<file path="config.mk">
export PLATFORM = sky130hd
export DESIGN_NAME = sdrc_bus_monitor
export DESIGN_NICKNAME = d
export VERILOG_FILES = /design/src/rtl/sdrc_mon_pkg.sv /design/src/rtl/sdrc_bank_tracker.sv /design/src/rtl/sdrc_bus_monitor.sv
export SDC_FILE = /design/constraint.sdc
export NUM_CORES = 1
export LEC_CHECK = 0
export ABC_AREA = 1
export BUFFER_PORTS_ARGS = -buffer_cell sky130_fd_sc_hd__buf_2
export CELL_PAD_IN_SITES_DETAIL_PLACEMENT = 2
export CELL_PAD_IN_SITES_GLOBAL_PLACEMENT = 2
export CORE_ASPECT_RATIO = 1.25
export CORE_UTILIZATION = 35
export CTS_CLUSTER_DIAMETER = 200
export DETAILED_ROUTE_END_ITERATION = 7
export GPL_TIMING_DRIVEN = 0
export PLACE_DENSITY = 0.86
export SYNTH_ARGS = -nofsm -noshare
export SYNTH_HDL_FRONTEND = slang
export SYNTH_HIERARCHICAL = 1
export SYNTH_SLANG_ARGS = --single-unit
export TNS_END_PERCENT = 50
</file>
<file path="constraint.sdc">
create_clock -name sdram_clk -period 3.6 [get_ports sdram_clk]
set_input_delay 0.18 -clock sdram_clk [delete_from_list [all_inputs] [get_ports sdram_clk]]
set_output_delay 0.18 -clock sdram_clk [all_outputs]
set_load 0.05 [all_outputs]
</file>
<file path="src/rtl/sdrc_mon_pkg.sv">
// Shared types for the SDRAM bus monitor: command decode, transaction states, error and
// counter bit positions.
package sdrc_mon_pkg;

  typedef enum logic [2:0] {
    CMD_NOP, CMD_ACT, CMD_RD, CMD_WR, CMD_PRE, CMD_REF, CMD_MRS, CMD_BST
  } sdr_cmd_e;

  typedef enum logic [1:0] {
    ST_IDLE, ST_WAIT_ACK, ST_WR_BURST, ST_RD_BURST
  } mon_state_e;

  localparam int ERR_ACT_OPEN  = 0;
  localparam int ERR_RW_CLOSED = 1;
  localparam int ERR_REF_OPEN  = 2;
  localparam int ERR_NO_INIT   = 3;
  localparam int ERR_BURST_LEN = 4;
  localparam int ERR_ACK_TMO   = 5;
  localparam int ERR_W         = 6;

  localparam int CNT_ACT = 0;
  localparam int CNT_RD  = 1;
  localparam int CNT_WR  = 2;
  localparam int CNT_PRE = 3;
  localparam int CNT_REF = 4;
  localparam int NUM_CNT = 5;

  function automatic sdr_cmd_e sdr_decode(input logic cs_n, input logic ras_n,
                                          input logic cas_n, input logic we_n);
    sdr_cmd_e c;
    c = CMD_NOP;
    if (!cs_n) begin
      case ({ras_n, cas_n, we_n})
        3'b011:  c = CMD_ACT;
        3'b101:  c = CMD_RD;
        3'b100:  c = CMD_WR;
        3'b010:  c = CMD_PRE;
        3'b001:  c = CMD_REF;
        3'b000:  c = CMD_MRS;
        3'b110:  c = CMD_BST;
        default: c = CMD_NOP;
      endcase
    end
    return c;
  endfunction

endpackage

</file>
<file path="src/rtl/sdrc_bank_tracker.sv">
// Per-bank open/closed tracking from decoded SDRAM commands, plus the bank-state protocol
// violations seen against the state held before the command.
module sdrc_bank_tracker
  import sdrc_mon_pkg::*;
#(
  parameter int NUM_BANK = 4,
  parameter int BA_W     = 2
) (
  input  logic                clk,
  input  logic                rst_n,
  input  sdr_cmd_e            cmd,
  input  logic [BA_W-1:0]     ba,
  input  logic                a10,
  output logic [NUM_BANK-1:0] bank_open,
  output logic [2:0]          err_hit
);

  logic [NUM_BANK-1:0] open_q, open_d;

  always_comb begin
    open_d = open_q;
    case (cmd)
      CMD_ACT: open_d[ba] = 1'b1;
      CMD_PRE: begin
        if (a10) open_d = '0;
        else     open_d[ba] = 1'b0;
      end
      // auto-precharge closes the bank in the same cycle as the access
      CMD_RD, CMD_WR: if (a10) open_d[ba] = 1'b0;
      default: ;
    endcase
  end

  always_ff @(posedge clk or negedge rst_n) begin
    if (!rst_n) open_q <= '0;
    else        open_q <= open_d;
  end

  assign err_hit[ERR_ACT_OPEN]  = (cmd == CMD_ACT) && open_q[ba];
  assign err_hit[ERR_RW_CLOSED] = ((cmd == CMD_RD) || (cmd == CMD_WR)) && !open_q[ba];
  assign err_hit[ERR_REF_OPEN]  = (cmd == CMD_REF) && (|open_q);
  assign bank_open              = open_q;

endmodule

</file>
<file path="src/rtl/sdrc_bus_monitor.sv">
// Passive SDRAM bus monitor: command counters, bank tracking, app-side burst framing and
// request->ack latency, with sticky error flags.
module sdrc_bus_monitor
  import sdrc_mon_pkg::*;
#(
  parameter int APP_AW   = 26,
  parameter int BL_W     = 9,
  parameter int BA_W     = 2,
  parameter int NUM_BANK = 4,
  parameter int ROW_W    = 13,
  parameter int CNT_W    = 32,
  parameter int LAT_W    = 16,
  parameter int TMO_CYC  = 1024
) (
  input  logic                sdram_clk,
  input  logic                sdram_resetn,
  input  logic                mon_en,
  input  logic                clr_cnt,
  input  logic                sdr_init_done,
  input  logic                app_req,
  input  logic                app_req_ack,
  input  logic                app_req_wr_n,
  input  logic [BL_W-1:0]     app_req_len,
  input  logic                app_wr_next_req,
  input  logic                app_rd_valid,
  input  logic                app_last_wr,
  input  logic                app_last_rd,
  input  logic                sdr_cs_n,
  input  logic                sdr_ras_n,
  input  logic                sdr_cas_n,
  input  logic                sdr_we_n,
  input  logic [BA_W-1:0]     sdr_ba,
  input  logic [ROW_W-1:0]    sdr_addr,
  output logic [CNT_W-1:0]    cnt_act,
  output logic [CNT_W-1:0]    cnt_rd,
  output logic [CNT_W-1:0]    cnt_wr,
  output logic [CNT_W-1:0]    cnt_pre,
  output logic [CNT_W-1:0]    cnt_ref,
  output logic [LAT_W-1:0]    lat_last,
  output logic [LAT_W-1:0]    lat_max,
  output logic [NUM_BANK-1:0] bank_open,
  output logic [ERR_W-1:0]    err_flags,
  output logic                err_pulse
);

  sdr_cmd_e                      cmd;
  logic [2:0]                    bank_err;
  mon_state_e                    state_q, state_d;
  logic [LAT_W-1:0]              lat_q, lat_d, lat_inc;
  logic [LAT_W-1:0]              lat_last_q, lat_last_d, lat_max_q, lat_max_d;
  logic [BL_W-1:0]               len_q, len_d;
  logic [BL_W:0]                 beats_q, beats_d, beats_now;
  logic [NUM_CNT-1:0][CNT_W-1:0] cnt_q, cnt_d;
  logic [NUM_CNT-1:0]            inc;
  logic [ERR_W-1:0]              err_q, err_d, err_new;
  logic                          pulse_q, pulse_d;
  logic                          acked, len_bad, tmo, in_wr, beat, last;
  logic [31:0]                   unused_aw;
  logic                          unused_addr;

  assign unused_aw   = APP_AW;
  assign unused_addr = ^{sdr_addr[ROW_W-1:11], sdr_addr[9:0]};

  assign cmd = sdr_decode(sdr_cs_n, sdr_ras_n, sdr_cas_n, sdr_we_n);

  sdrc_bank_tracker #(.NUM_BANK(NUM_BANK), .BA_W(BA_W)) u_bank (
    .clk       (sdram_clk),
    .rst_n     (sdram_resetn),
    .cmd       (cmd),
    .ba        (sdr_ba),
    .a10       (sdr_addr[10]),
    .bank_open (bank_open),
    .err_hit   (bank_err)
  );

  // Burst phase shares one beat/last path, selected by direction.
  assign in_wr     = (state_q == ST_WR_BURST);
  assign beat      = in_wr ? app_wr_next_req : app_rd_valid;
  assign last      = in_wr ? app_last_wr : app_last_rd;
  assign beats_now = beats_q + {{BL_W{1'b0}}, beat};
  assign lat_inc   = (lat_q == '1) ? lat_q : lat_q + LAT_W'(1);

  always_comb begin
    state_d = state_q;
    lat_d   = lat_q;
    len_d   = len_q;
    beats_d = beats_q;
    acked   = 1'b0;
    len_bad = 1'b0;
    tmo     = 1'b0;
    case (state_q)
      ST_IDLE: begin
        if (app_req) begin
          state_d = ST_WAIT_ACK;
          lat_d   = LAT_W'(1);
        end
      end
      ST_WAIT_ACK: begin
        if (app_req && app_req_ack) begin
          acked   = 1'b1;
          len_d   = app_req_len;
          beats_d = '0;
          state_d = app_req_wr_n ? ST_RD_BURST : ST_WR_BURST;
        end else if (!app_req) begin
          state_d = ST_IDLE;
        end else begin
          lat_d = lat_inc;
          // lat_q passes TMO_CYC exactly once per request, so this flags once
          tmo   = (lat_q == LAT_W'(TMO_CYC));
        end
      end
      ST_WR_BURST, ST_RD_BURST: begin
        if (last) begin
          len_bad = (beats_now != {1'b0, len_q});
          if (app_req) begin
            state_d = ST_WAIT_ACK;
            lat_d   = LAT_W'(1);
          end else begin
            state_d = ST_IDLE;
          end
        end else begin
          beats_d = beats_now;
        end
      end
      default: state_d = ST_IDLE;
    endcase
  end

  always_comb begin
    inc = '0;
    case (cmd)
      CMD_ACT: inc[CNT_ACT] = 1'b1;
      CMD_RD:  inc[CNT_RD]  = 1'b1;
      CMD_WR:  inc[CNT_WR]  = 1'b1;
      CMD_PRE: inc[CNT_PRE] = 1'b1;
      CMD_REF: inc[CNT_REF] = 1'b1;
      default: ;
    endcase
    for (int i = 0; i < NUM_CNT; i++) begin
      cnt_d[i] = cnt_q[i];
      if (clr_cnt)                                  cnt_d[i] = '0;
      else if (mon_en && inc[i] && cnt_q[i] != '1)  cnt_d[i] = cnt_q[i] + CNT_W'(1);
    end
  end

  always_comb begin
    err_new = '0;
    if (mon_en) begin
      err_new[ERR_REF_OPEN:ERR_ACT_OPEN] = bank_err;
      err_new[ERR_NO_INIT]   = !sdr_init_done &&
                               ((cmd == CMD_ACT) || (cmd == CMD_RD) || (cmd == CMD_WR));
      err_new[ERR_BURST_LEN] = len_bad;
      err_new[ERR_ACK_TMO]   = tmo;
    end
    err_d      = err_q | err_new;
    pulse_d    = |(err_new & ~err_q);
    lat_last_d = lat_last_q;
    lat_max_d  = lat_max_q;
    if (mon_en && acked) begin
      lat_last_d = lat_q;
      if (lat_q > lat_max_q) lat_max_d = lat_q;
    end
    if (clr_cnt) begin
      err_d      = '0;
      pulse_d    = 1'b0;
      lat_last_d = '0;
      lat_max_d  = '0;
    end
  end

  always_ff @(posedge sdram_clk or negedge sdram_resetn) begin
    if (!sdram_resetn) begin
      state_q    <= ST_IDLE;
      lat_q      <= '0;
      len_q      <= '0;
      beats_q    <= '0;
      cnt_q      <= '0;
      err_q      <= '0;
      pulse_q    <= 1'b0;
      lat_last_q <= '0;
      lat_max_q  <= '0;
    end else begin
      state_q    <= state_d;
      lat_q      <= lat_d;
      len_q      <= len_d;
      beats_q    <= beats_d;
      cnt_q      <= cnt_d;
      err_q      <= err_d;
      pulse_q    <= pulse_d;
      lat_last_q <= lat_last_d;
      lat_max_q  <= lat_max_d;
    end
  end

  assign cnt_act   = cnt_q[CNT_ACT];
  assign cnt_rd    = cnt_q[CNT_RD];
  assign cnt_wr    = cnt_q[CNT_WR];
  assign cnt_pre   = cnt_q[CNT_PRE];
  assign cnt_ref   = cnt_q[CNT_REF];
  assign lat_last  = lat_last_q;
  assign lat_max   = lat_max_q;
  assign err_flags = err_q;
  assign err_pulse = pulse_q;

endmodule
</file>
==> out/results.ini, run 1 <==
[cells_and_area]
fin_area_um2 = 17600
fill_cells = 4855
num_antenna_cells = 0
mostFrequentLayoutCell = nand2_1
fin_util_pct = 43.0
layout_common_cells = nand2_1 (476), nor2_1 (249), inv_1 (240), dfrtp_1 (240), buf_2 (236)
nNetsFinal = 2344
area.growth.synth_to_final_pct = 21.5
drive_above_1_share_pct = 17.0

[worst_hold_path]
whs_endpoint = beats_q[0]$_DFFE_PN0P_
hp-class = in -> reg
whs_path_depth = 4
hp-start = app_req

[clock_tree]
clk_pin_slew_worst_paths_ps = 60
cts_tree = built
postCtsSetupRepairBufs = 0
htreeDepth = 1
clkLatencyLatePin_ps = 590
clockRootBuffer = clkbuf_16
clkSinkCount = 240
clockBufferDepth = 3
numCtsBuffers = 30

[sta]
fin_crit_ps = 2650
relSlewSlack_pct = 33.0
holdWs_ps = 34.9
skew_ps = 11.4
worst_slew_pin_slew_ps = 1000
drv_slew = 0
fmax_mhz = 377
fin_ws_ps = 948
hold_violations = 0
final.period_utilization_pct = 73.7
fin_tns_setup_ps = 0
rsz0062_at_grt = no
setup_viol = 0

[grt]
overflow = 0
antenna_found_initial = 0
grt.total_usage_pct = 29.8
grt_pass1_wl_um = 99100
first_global_vias = 17700
grt_max_degree = 110

[drt]
wl_per_cell_um = 22.0
dr.first_iter.drc_count = 626
vias = 15400
drtAntennaViolNets = 0
wl_um = 62700
routed_via_density = 5.41
drtPass1Iterations = 4
drc = 0

[setup_path]
crit_top_cell = nand2_1
crit_required_ps = 4030
endpoint_kind = flip-flop
path_class = reg -> reg
crit_family = simple AND/OR/NAND/NOR gates
crit_fanout = 4
r2r_cells = 16
ff2ff_setup_slack_ps = 950
worst_r2r_endpoint = err_pulse$_DFF_PN0_
cp.arrival_ps = 3080
crit_path_start_kind = flip-flop
crit_chain = inv_1 > nand2_2 > mux2_2 > ha_1 > ha_1 > nand2_1 > nor2_1 > inv_1 > nand2_1 > nand2_1 > nand2_1 > o211ai_1 > nor2_1 > nand2_1 > nand3_1 > a21oi_1
cp_num_buf_inv = 2
crit_path_max_incr_delay_ps = 400
crit_slowest_cell = dfrtp_1
r2r_start = state_q[0]$_DFFE_PN0P_

[pwr]
pwr-share-comb_pct = 17.4
pwr-share-seq_pct = 39.6
p_int_mw = 5.18
p_leak_nw = 8.11
clkPwrFrac_pct = 43.0
swShare_pct = 31.6
p_sw_mw = 2.39
power.density_nw_per_um2 = 429
vdd_ir_drop_max_v = 0.000353

[synth]
ys_ff_latch = 240
synthArstFlopShare_pct = 100
syn_area_um2 = 14500
avgSynthCellArea_um2 = 7.27
yosys_warnings = 6
synth-edff-count = 0
syn_nets = 2063
netlist_instances = 1997
yosysSeqAreaShare_pct = 41.4
synth_ff_type = dfrtp_1
ys_types = 52

[floorplan]
pin_count = 243
rows = 83
die_w_um = 184
initial_utilization_pct = 35.4
die-area_um2 = 42300
dieHeight_um = 230
core_um2 = 41000

[placed_design]
dp_hpwl_um = 46400
post-place-ws_ps = 1000
place_congestion = 0.877
place_area_um2 = 16400
port_buffers = 228

[run_status]
status = complete, no violations

[run]
maxCapViolCount = 0

-- layout make-up --
| type | instances | area (um2) | area share [%] |
|---|---|---|---|
| Timing Repair Buffer | 249 | 1400 | 7.91 |
| Sequential cell | 240 | 6010 | 34.0 |
| Tap cell | 552 | 691 | 3.91 |
| Inverter | 251 | 942 | 5.34 |
| Clock inverter | 11 | 130 | 0.737 |
| Clock buffer | 44 | 905 | 5.13 |
| Buffer | 47 | 277 | 1.57 |
| Multi-Input combinational cell | 1459 | 7300 | 41.4 |
-- worst max-delay path by stage --
stage	slack [ps]	from	to	cells past startpoint
5_1_grt	760	state_q[1]$_DFFE_PN0P_	err_pulse$_DFF_PN0_	15
6_report	950	state_q[0]$_DFFE_PN0P_	err_pulse$_DFF_PN0_	16
4_1_cts	940	state_q[0]$_DFFE_PN0P_	err_pulse$_DFF_PN0_	16
2_1_floorplan	1430	cnt_pre[1]$_DFFE_PN0P_	cnt_pre[12]$_DFFE_PN0P_	11
3_5_place_dp	1000	state_q[0]$_DFFE_PN0P_	err_pulse$_DFF_PN0_	16
3_3_place_gp	-2460	sdram_resetn	cnt_rd[21]$_DFFE_PN0P_	1
-- cell usage after synthesis (all sizes together), types with 17 or more instances --
cell type	instances	share of area (%)
nor2	265	7.3
xor2	31	1.9
nand3	137	4.8
mux2	17	1.3
nand4	60	2.6
inv	250	6.5
nor3	102	3.7
dfrtp	240	41
nand2	493	13
clkbuf	23	0.61
ha	26	2.2
o21ai	150	5.2
buf	24	1.3
a21oi	76	2.8
o31ai	23	1.2
-- power groups by stage --
stage	clock network, mW	registers (mW)	logic [mW]
3_3_place_gp	0	3.03	1.18
5_1_grt	3.40	3.02	1.45
4_1_cts	3.31	2.99	1.32
3_5_place_dp	0	3.04	1.28
6_report	3.25	3.00	1.32
2_1_floorplan	0	3.14	0.698
-- repair_timing --
| item | CTS | global route |
|---|---|---|
| hold buffers | 19 | 0 |
| resized for setup | 0 | 0 |
| hold endpoints to repair | 73 | 0 |
-- sequential cells by signal, indices dropped and copies added, names as in the netlist --
name and flops:
beats_q 10, cnt_act 32, cnt_pre 32, cnt_rd 32, cnt_ref 32, cnt_wr 32
err_flags 6, err_pulse 1, lat_last 16, lat_max 16, lat_q 16, len_q 9
state_q 2, u_bank/bank_open 4
-- cell families after synthesis --
kind of cell,count (synthesis),share of synthesized area (%)
adder cells (fa/ha/maj),26,2.24
multiplexers,17,1.32
AO/OA/AOI/OAI,276,10.5
buffers and inverters,298,8.39
flip-flops,240,41.4
AND/OR/NAND/NOR,1098,33.5
XOR/XNOR,42,2.63
-- per-layer routing --
metal / part of all wire [%] / up-vias / global-route usage, %
met5: 0 / - / 0
met4: 4.4 / 0 / 13.8
met3: 3.9 / 151 / 4.55
met2: 53 / 339 / 55.9
met1: 39 / 7844 / 32.6
li1: - / 7106 / -
-- per-stage QoR --
stage                     std cells  power [mW]
after floorplan                1997        3.84
after global placement         2777        4.21
after detailed placement       2779        4.32
after CTS                      2853        7.63
after global routing           2853        7.86
final                          2853        7.57
-- worst reg2reg max path, cell delays in order (launching register included) --
cell	delay [ps]
dfrtp_1	400
inv_1	110
nand2_2	90
mux2_2	290
ha_1	180
ha_1	210
nand2_1	130
nor2_1	270
inv_1	80
nand2_1	90
nand2_1	80
nand2_1	70
o211ai_1	90
nor2_1	130
nand2_1	120
nand3_1	100
a21oi_1	60
Power figures use the tool's default switching activity.
==> run 2: changes to the inputs <==
--- a/config.mk
+++ b/config.mk
@@ -10,11 +10,11 @@
 export CELL_PAD_IN_SITES_DETAIL_PLACEMENT = 2
 export CELL_PAD_IN_SITES_GLOBAL_PLACEMENT = 2
 export CORE_ASPECT_RATIO = 1.25
-export CORE_UTILIZATION = 35
+export CORE_UTILIZATION = 29
 export CTS_CLUSTER_DIAMETER = 200
 export DETAILED_ROUTE_END_ITERATION = 7
 export GPL_TIMING_DRIVEN = 0
-export PLACE_DENSITY = 0.86
+export PLACE_DENSITY = 0.76
 export SYNTH_ARGS = -nofsm -noshare
 export SYNTH_HDL_FRONTEND = slang
 export SYNTH_HIERARCHICAL = 1
==> constraint.sdc (replaced) <==
create_clock -name sdram_clk -period 2.16 [get_ports sdram_clk]
set_input_delay 0.108 -clock sdram_clk [delete_from_list [all_inputs] [get_ports sdram_clk]]
set_output_delay 0.108 -clock sdram_clk [all_outputs]
set_load 0.05 [all_outputs]
==> run 2 against run 1 <==
Against the previous run: the run now ends with setup timing left; die area is 20% higher; routed wire length decreased by 0.88%; fmax increased by 13%; register-to-register slack got worse by 1100 ps; clock skew fell by 1.4 ps; critical path depth did not move; global-route usage down 5.8 points; via count is 0.75% lower; largest cell class unchanged; largest power group is now registers; highest routed layer unchanged.
==> out/results.ini, run 2 (synthesized netlist as in run 1, its figures left out) <==
[drt]
met3_length_um = 2380  ; was 2440 um
drc = 0  ; unchanged
dr.first_iter.drc_count = 559  ; was 626
routed_via_density = 5.14  ; was 5.41
wl_met2_um = 32900  ; was 33100 um
wl_per_cell_um = 20.9  ; was 22.0 um
route.top_layer_used = met4  ; unchanged
drt-met1-wl_um = 24800  ; was 24400 um
wl_um = 62200  ; was 62700 um
drtAntennaViolNets = 0  ; unchanged
vias = 15300  ; was 15400
drtPass1Iterations = 4  ; unchanged

[clock_tree]
numCtsBuffers = 30  ; unchanged
clockBufferDepth = 3  ; unchanged
clockRootBuffer = clkbuf_16  ; unchanged
clkLatencyLatePin_ps = 580  ; was 590 ps
clk_pin_slew_worst_paths_ps = 60  ; about the same
clkSinkCount = 240  ; unchanged
cts_tree = built  ; unchanged
htreeDepth = 1  ; unchanged

[sta]
final.period_utilization_pct = 109  ; was 73.7%
relSlewSlack_pct = 22.8  ; was 33.0%
skew_ps = 10.0  ; was 11.4 ps
fin_crit_ps = 2350  ; was 2650 ps
holdWs_ps = 75.8  ; was 34.9 ps
fmax_mhz = 426  ; was 377 MHz
rsz0062_at_grt = yes  ; was no
setup_viol = 2  ; was 0
fin_tns_setup_ps = -371  ; was 0 ps
drv_slew = 0  ; unchanged
hold_violations = 0  ; unchanged
fin_ws_ps = -186  ; was 948 ps
worst_slew_pin_slew_ps = 1160  ; was 1000 ps

[floorplan]
core_um2 = 49400  ; was 41000 um2
pin_count = 243  ; unchanged
die_w_um = 202  ; was 184 um
rows = 91  ; was 83
die-area_um2 = 51000  ; was 42300 um2
dieHeight_um = 252  ; was 230 um
initial_utilization_pct = 29.4  ; was 35.4%

[grt]
first_global_vias = 17100  ; was 17700
overflow = 0  ; unchanged
grt_pass1_wl_um = 96600  ; was 99100 um
grt_max_degree = 105  ; was 110
grt.total_usage_pct = 24.0  ; was 29.8%
antenna_found_initial = 0  ; unchanged

[setup_path]
crit_path_start_kind = flip-flop  ; unchanged
ff2ff_setup_slack_ps = -190  ; was 950 ps
crit_required_ps = 2590  ; was 4030 ps
crit_fanout = 2  ; was 4
cp.arrival_ps = 2780  ; was 3080 ps
path_class = reg -> reg  ; unchanged
endpoint_kind = flip-flop  ; unchanged

[run]
maxCapViolCount = 0  ; unchanged

[cells_and_area]
multiInputGateArea_um2 = 7640  ; was 7300 um2
num_antenna_cells = 0  ; unchanged
register_area_um2 = 6020  ; was 6010 um2
drive_above_1_share_pct = 21.0  ; was 17.0%
area.growth.synth_to_final_pct = 26.7  ; was 21.5%
mostFrequentLayoutCell = nand2_1  ; unchanged
layout_common_cells = nand2_1 (468), inv_1 (237), nor2_1 (232), buf_2 (232), dfrtp_1 (228)  ; was nand2_1 (476), nor2_1 (249), inv_1 (240), dfrtp_1 (240), buf_2 (236)
nNetsFinal = 2378  ; was 2344
fill_cells = 5818  ; was 4855

[pwr]
power.density_nw_per_um2 = 677  ; was 429 nW/um2
vdd_ir_drop_max_v = 0.000583  ; was 0.000353 V
p_leak_nw = 8.28  ; was 8.11 nW

[placed_design]
dp_hpwl_um = 46400  ; about the same
port_buffers = 228  ; unchanged
place_congestion = 0.861  ; was 0.877

[run_status]
violations = setup timing
status = finished with violations  ; was complete, no violations

[worst_hold_path]
hp-class = in -> async  ; was in -> reg

run 2: changes by cell type in the layout (fill, tap and decap cells not counted), moves of 10 or more:
cell / change
o21ai_1: +10
nor3_1: -13
dfrtp_1: -12
o21ai_0: -10
dfrtp_2: +12
nor3_2: +12
buf_4: +24
nor2_1: -17
run 2: routing by layer:
metal / vias up / GRT usage [%]
li1: 7178 / -
met2: 259 / 45.5
met1: 7784 / 27.1
met4: 0 / 8.42
met5: - / 0
met3: 103 / 3.49
run 2: worst paths after layout:
| kind | startpoint | endpoint | cells past startpoint |
|---|---|---|---|
| worst max-delay path | state_q[0]$_DFFE_PN0P_ | err_flags[4]$_DFF_PN0_ | 16 |
| worst min-delay path | sdram_resetn | cnt_act[18]$_DFFE_PN0P_ | 2 |
| worst max register to register | state_q[0]$_DFFE_PN0P_ | err_flags[4]$_DFF_PN0_ | 16 |
| worst min register to register | lat_last[11]$_DFFE_PN0P_ | lat_last[11]$_DFFE_PN0P_ | 1 |
| max in group asynchronous | sdram_resetn | cnt_wr[22]$_DFFE_PN0P_ | 3 |
| min in group sdram_clk | app_last_rd | beats_q[3]$_DFFE_PN0P_ | 6 |
run 2: layout make-up:
type	count	share of cell area, %
timing repair buffer	282	9.13
tap	651	4.43
clock buffer	43	4.95
buffer	47	1.77
clock inverter	7	0.204
sequential	240	32.7
multi-input combinational	1460	41.5
inverter	251	5.24
run 2: power breakdown:
group          total, mW  switching [mW]  internal [mW]
registers           4.99           0.230           4.76
logic               2.48            1.68          0.808
clock network       4.98            2.10           2.88
total               12.5            4.00           8.45
run 2: through the flow:
step | power (mW) | utilization, % | instances | cell area [um2] | worst slack (ps)
floorplan | 6.40 | - | 1997 | 14500 | -4.18
global placement | 7.05 | 33.3 | 2876 | 16500 | -4440
detailed placement | 7.19 | 33.5 | 2878 | 16500 | -504
CTS | 12.4 | 36.4 | 2963 | 18000 | -215
global route | 13.0 | 37.2 | 2981 | 18400 | -308
finish | 12.5 | 37.2 | 2981 | 18400 | -186
run 2: timing repair:
item                       in CTS  in global routing
cloned                          1                  1
hold endpoints to repair      134                  0
setup endpoints to repair     106                155
resized for setup              48                 79
hold buffers                   23                  0
pin swaps                      12                 18
setup buffers                  11                 17
run 2: worst max-delay path, stage by stage (launching register included):
cell	delay, ps
dfrtp_1	390
inv_2	80
nand2_4	60
mux2_4	350
ha_4	180
ha_4	260
inv_2	40
nand2_2	50
nand2_2	50
nor2_2	120
nand2_1	60
nor2_1	90
nand3_1	100
nor2_1	110
nand2_1	110
nand2_2	90
a21oi_2	60
==> run 3: changes to the inputs <==
--- a/config.mk
+++ b/config.mk
@@ -15,6 +15,7 @@
 export DETAILED_ROUTE_END_ITERATION = 7
 export GPL_TIMING_DRIVEN = 0
 export PLACE_DENSITY = 0.76
+export REMOVE_ABC_BUFFERS = 1
 export SYNTH_ARGS = -nofsm -noshare
 export SYNTH_HDL_FRONTEND = slang
 export SYNTH_HIERARCHICAL = 1
==> run 3 against run 2 <==
Against the previous run: the flow finishes with violations (hold timing, setup timing); non-clock buffer count decreased by 36; largest power group unchanged; hold slack worse by 220 ps; register-to-register slack worse by 30 ps; clock-buffer cell count up 1; largest cell class unchanged; final cell count is 0.77% lower; combinational power up 4%.
==> out/results.ini, run 3 (synthesized netlist as in run 1, its figures left out) <==
[pwr]
p_leak_nw = 8.26  ; was 8.28 nW
vdd_ir_drop_max_v = 0.000543  ; was 0.000583 V
power.density_nw_per_um2 = 677  ; about the same

[grt]
antenna_found_initial = 4  ; was 0
grt_pass1_wl_um = 91700  ; was 96600 um
overflow = 0  ; unchanged
grt.total_usage_pct = 22.3  ; was 24.0%
grt_max_degree = 101  ; was 105
first_global_vias = 16800  ; was 17100

[setup_path]
r2r_cells = 13  ; was 16
crit_required_ps = 2580  ; was 2590 ps
cp.arrival_ps = 2800  ; was 2780 ps
crit_path_start_kind = flip-flop  ; unchanged
path_class = reg -> reg  ; unchanged
crit_fanout = 4  ; was 2
endpoint_kind = flip-flop  ; unchanged

[floorplan]
rows = 91  ; unchanged
die_w_um = 202  ; unchanged
die-area_um2 = 51000  ; unchanged
pin_count = 243  ; unchanged
dieHeight_um = 252  ; unchanged
core_um2 = 49400  ; unchanged
initial_utilization_pct = 29.4  ; unchanged

[placed_design]
place_area_um2 = 16300  ; was 16500 um2
port_buffers = 230  ; was 228
place_congestion = 0.867  ; was 0.861
dp_hpwl_um = 41400  ; was 46400 um

[sta]
holdWs_ps = -141  ; was 75.8 ps
drv_slew = 0  ; unchanged
rsz0062_at_grt = yes  ; unchanged
worst_slew_pin_slew_ps = 684  ; was 1160 ps
skew_ps = 9.08  ; was 10.0 ps
relSlewSlack_pct = 54.0  ; was 22.8%
fin_crit_ps = 2370  ; was 2350 ps
hold_violations = 1  ; was 0
setup_viol = 3  ; was 2
fin_ws_ps = -214  ; was -186 ps
fmax_mhz = 421  ; was 426 MHz
final.period_utilization_pct = 110  ; was 109%

[drt]
vias = 15100  ; was 15300
routed_via_density = 5.12  ; was 5.14
dr.first_iter.drc_count = 468  ; was 559
drc = 0  ; unchanged
wl_per_cell_um = 19.9  ; was 20.9 um
wl_um = 58900  ; was 62200 um
drtPass1Iterations = 4  ; unchanged
drtAntennaViolNets = 0  ; unchanged

[clock_tree]
clkSinkCount = 240  ; unchanged
clockBufferDepth = 3  ; unchanged
cts_hold_buffers = 27  ; was 23
clockRootBuffer = clkbuf_16  ; unchanged
cts_tree = built  ; unchanged
clkLatencyLatePin_ps = 560  ; was 580 ps
clk_pin_slew_worst_paths_ps = 60  ; about the same
numCtsBuffers = 29  ; was 30
htreeDepth = 1  ; unchanged

[cells_and_area]
fin_area_um2 = 18400  ; about the same
nNetsFinal = 2348  ; was 2378
drive_above_1_share_pct = 20.7  ; was 21.0%
area.growth.synth_to_final_pct = 26.6  ; was 26.7%
mostFrequentLayoutCell = nand2_1  ; unchanged
layout_common_cells = nand2_1 (460), inv_1 (235), dfrtp_1 (232)  ; was nand2_1 (468), inv_1 (237), nor2_1 (232), buf_2 (232), dfrtp_1 (228)
fin_util_pct = 37.2  ; about the same

[run_status]
violations = hold timing, setup timing  ; was setup timing
status = finished with violations  ; unchanged

[worst_hold_path]
hp-class = in -> reg  ; was in -> async
whs_path_depth = 3

[run]
maxCapViolCount = 0  ; unchanged

==> run 3: cell types whose count changed in the layout (fill, tap and decap cells not counted), sizes merged <==
cell and change:
diode +5, bufinv +1, a21oi +1, inv -3, clkinvlp +1, clkinv +1
nand2 +6, dlygate4sd3 +4, buf -15, clkbuf -24
==> run 3: power breakdown <==
| group | switching, mW | internal, mW |
|---|---|---|
| clock network | 2.06 | 2.81 |
| registers | 0.245 | 4.76 |
| logic | 1.72 | 0.852 |
==> run 3: cell type report <==
cell class / instances / area [um2]
multi-input combinational: 1467 / 7810
antenna: 5 / 12.5
clock buffer: 44 / 852
tap: 651 / 815
clock inverter: 7 / 62.6
timing repair buffer: 293 / 1840
inverter: 251 / 986
sequential: 240 / 6020
fill: 5804 / 31000
==> run 3: per-stage QoR <==
| step | setup TNS [ps] | cells | setup slack (ps) | total power [mW] |
|---|---|---|---|---|
| final | -421 | 2958 | -214 | 12.5 |
| after detailed placement | -55090 | 2835 | -824 | 7.14 |
| after global routing | -1100 | 2957 | -375 | 13.0 |
| after global placement | -1777030 | 2831 | -6310 | 7.02 |
| after floorplan | -80750 | 1950 | -1190 | 6.33 |
| after CTS | -351 | 2935 | -168 | 12.4 |
==> run 3: repair_timing <==
action | CTS | global route
pin swaps | 16 | 20
gates cloned | 3 | 5
hold endpoints to repair | 96 | 1
setup endpoints to repair | 172 | 176
gates resized for setup | 47 | 82
setup buffers | 19 | 13
==> run 3: final timing paths <==
check | endpoint | start | slack [ps]
worst max-delay path | err_flags[4]$_DFF_PN0_ | state_q[1]$_DFFE_PN0P_ | -210
worst min-delay path | cnt_rd[14]$_DFFE_PN0P_ | clr_cnt | -140
worst max register to register | err_flags[4]$_DFF_PN0_ | state_q[1]$_DFFE_PN0P_ | -210
worst min register to register | lat_last[13]$_DFFE_PN0P_ | lat_last[13]$_DFFE_PN0P_ | 510
max in group asynchronous | cnt_ref[20]$_DFFE_PN0P_ | sdram_resetn | 750
min in group asynchronous | beats_q[7]$_DFFE_PN0P_ | sdram_resetn | 80
==> run 3: layer usage <==
layer / track usage, % / up-vias / share of wire, %
met5: 0 / - / 0
met4: 8.89 / 0 / 3.6
met3: 2.98 / 108 / 2.9
met2: 42.3 / 248 / 53
met1: 25.0 / 7646 / 40
li1: - / 7139 / -
==> run 3: critical path, cell delays in order (launching register included) <==
cell,delay (ps)
dfrtp_2,450
nand2_4,90
mux2_4,330
ha_4,170
ha_4,170
or2_2,280
nand3_1,80
nand2_1,60
nor2_1,130
nand3_1,120
nor2_1,100
nand2_1,100
nand2_1,80
a21oi_1,70
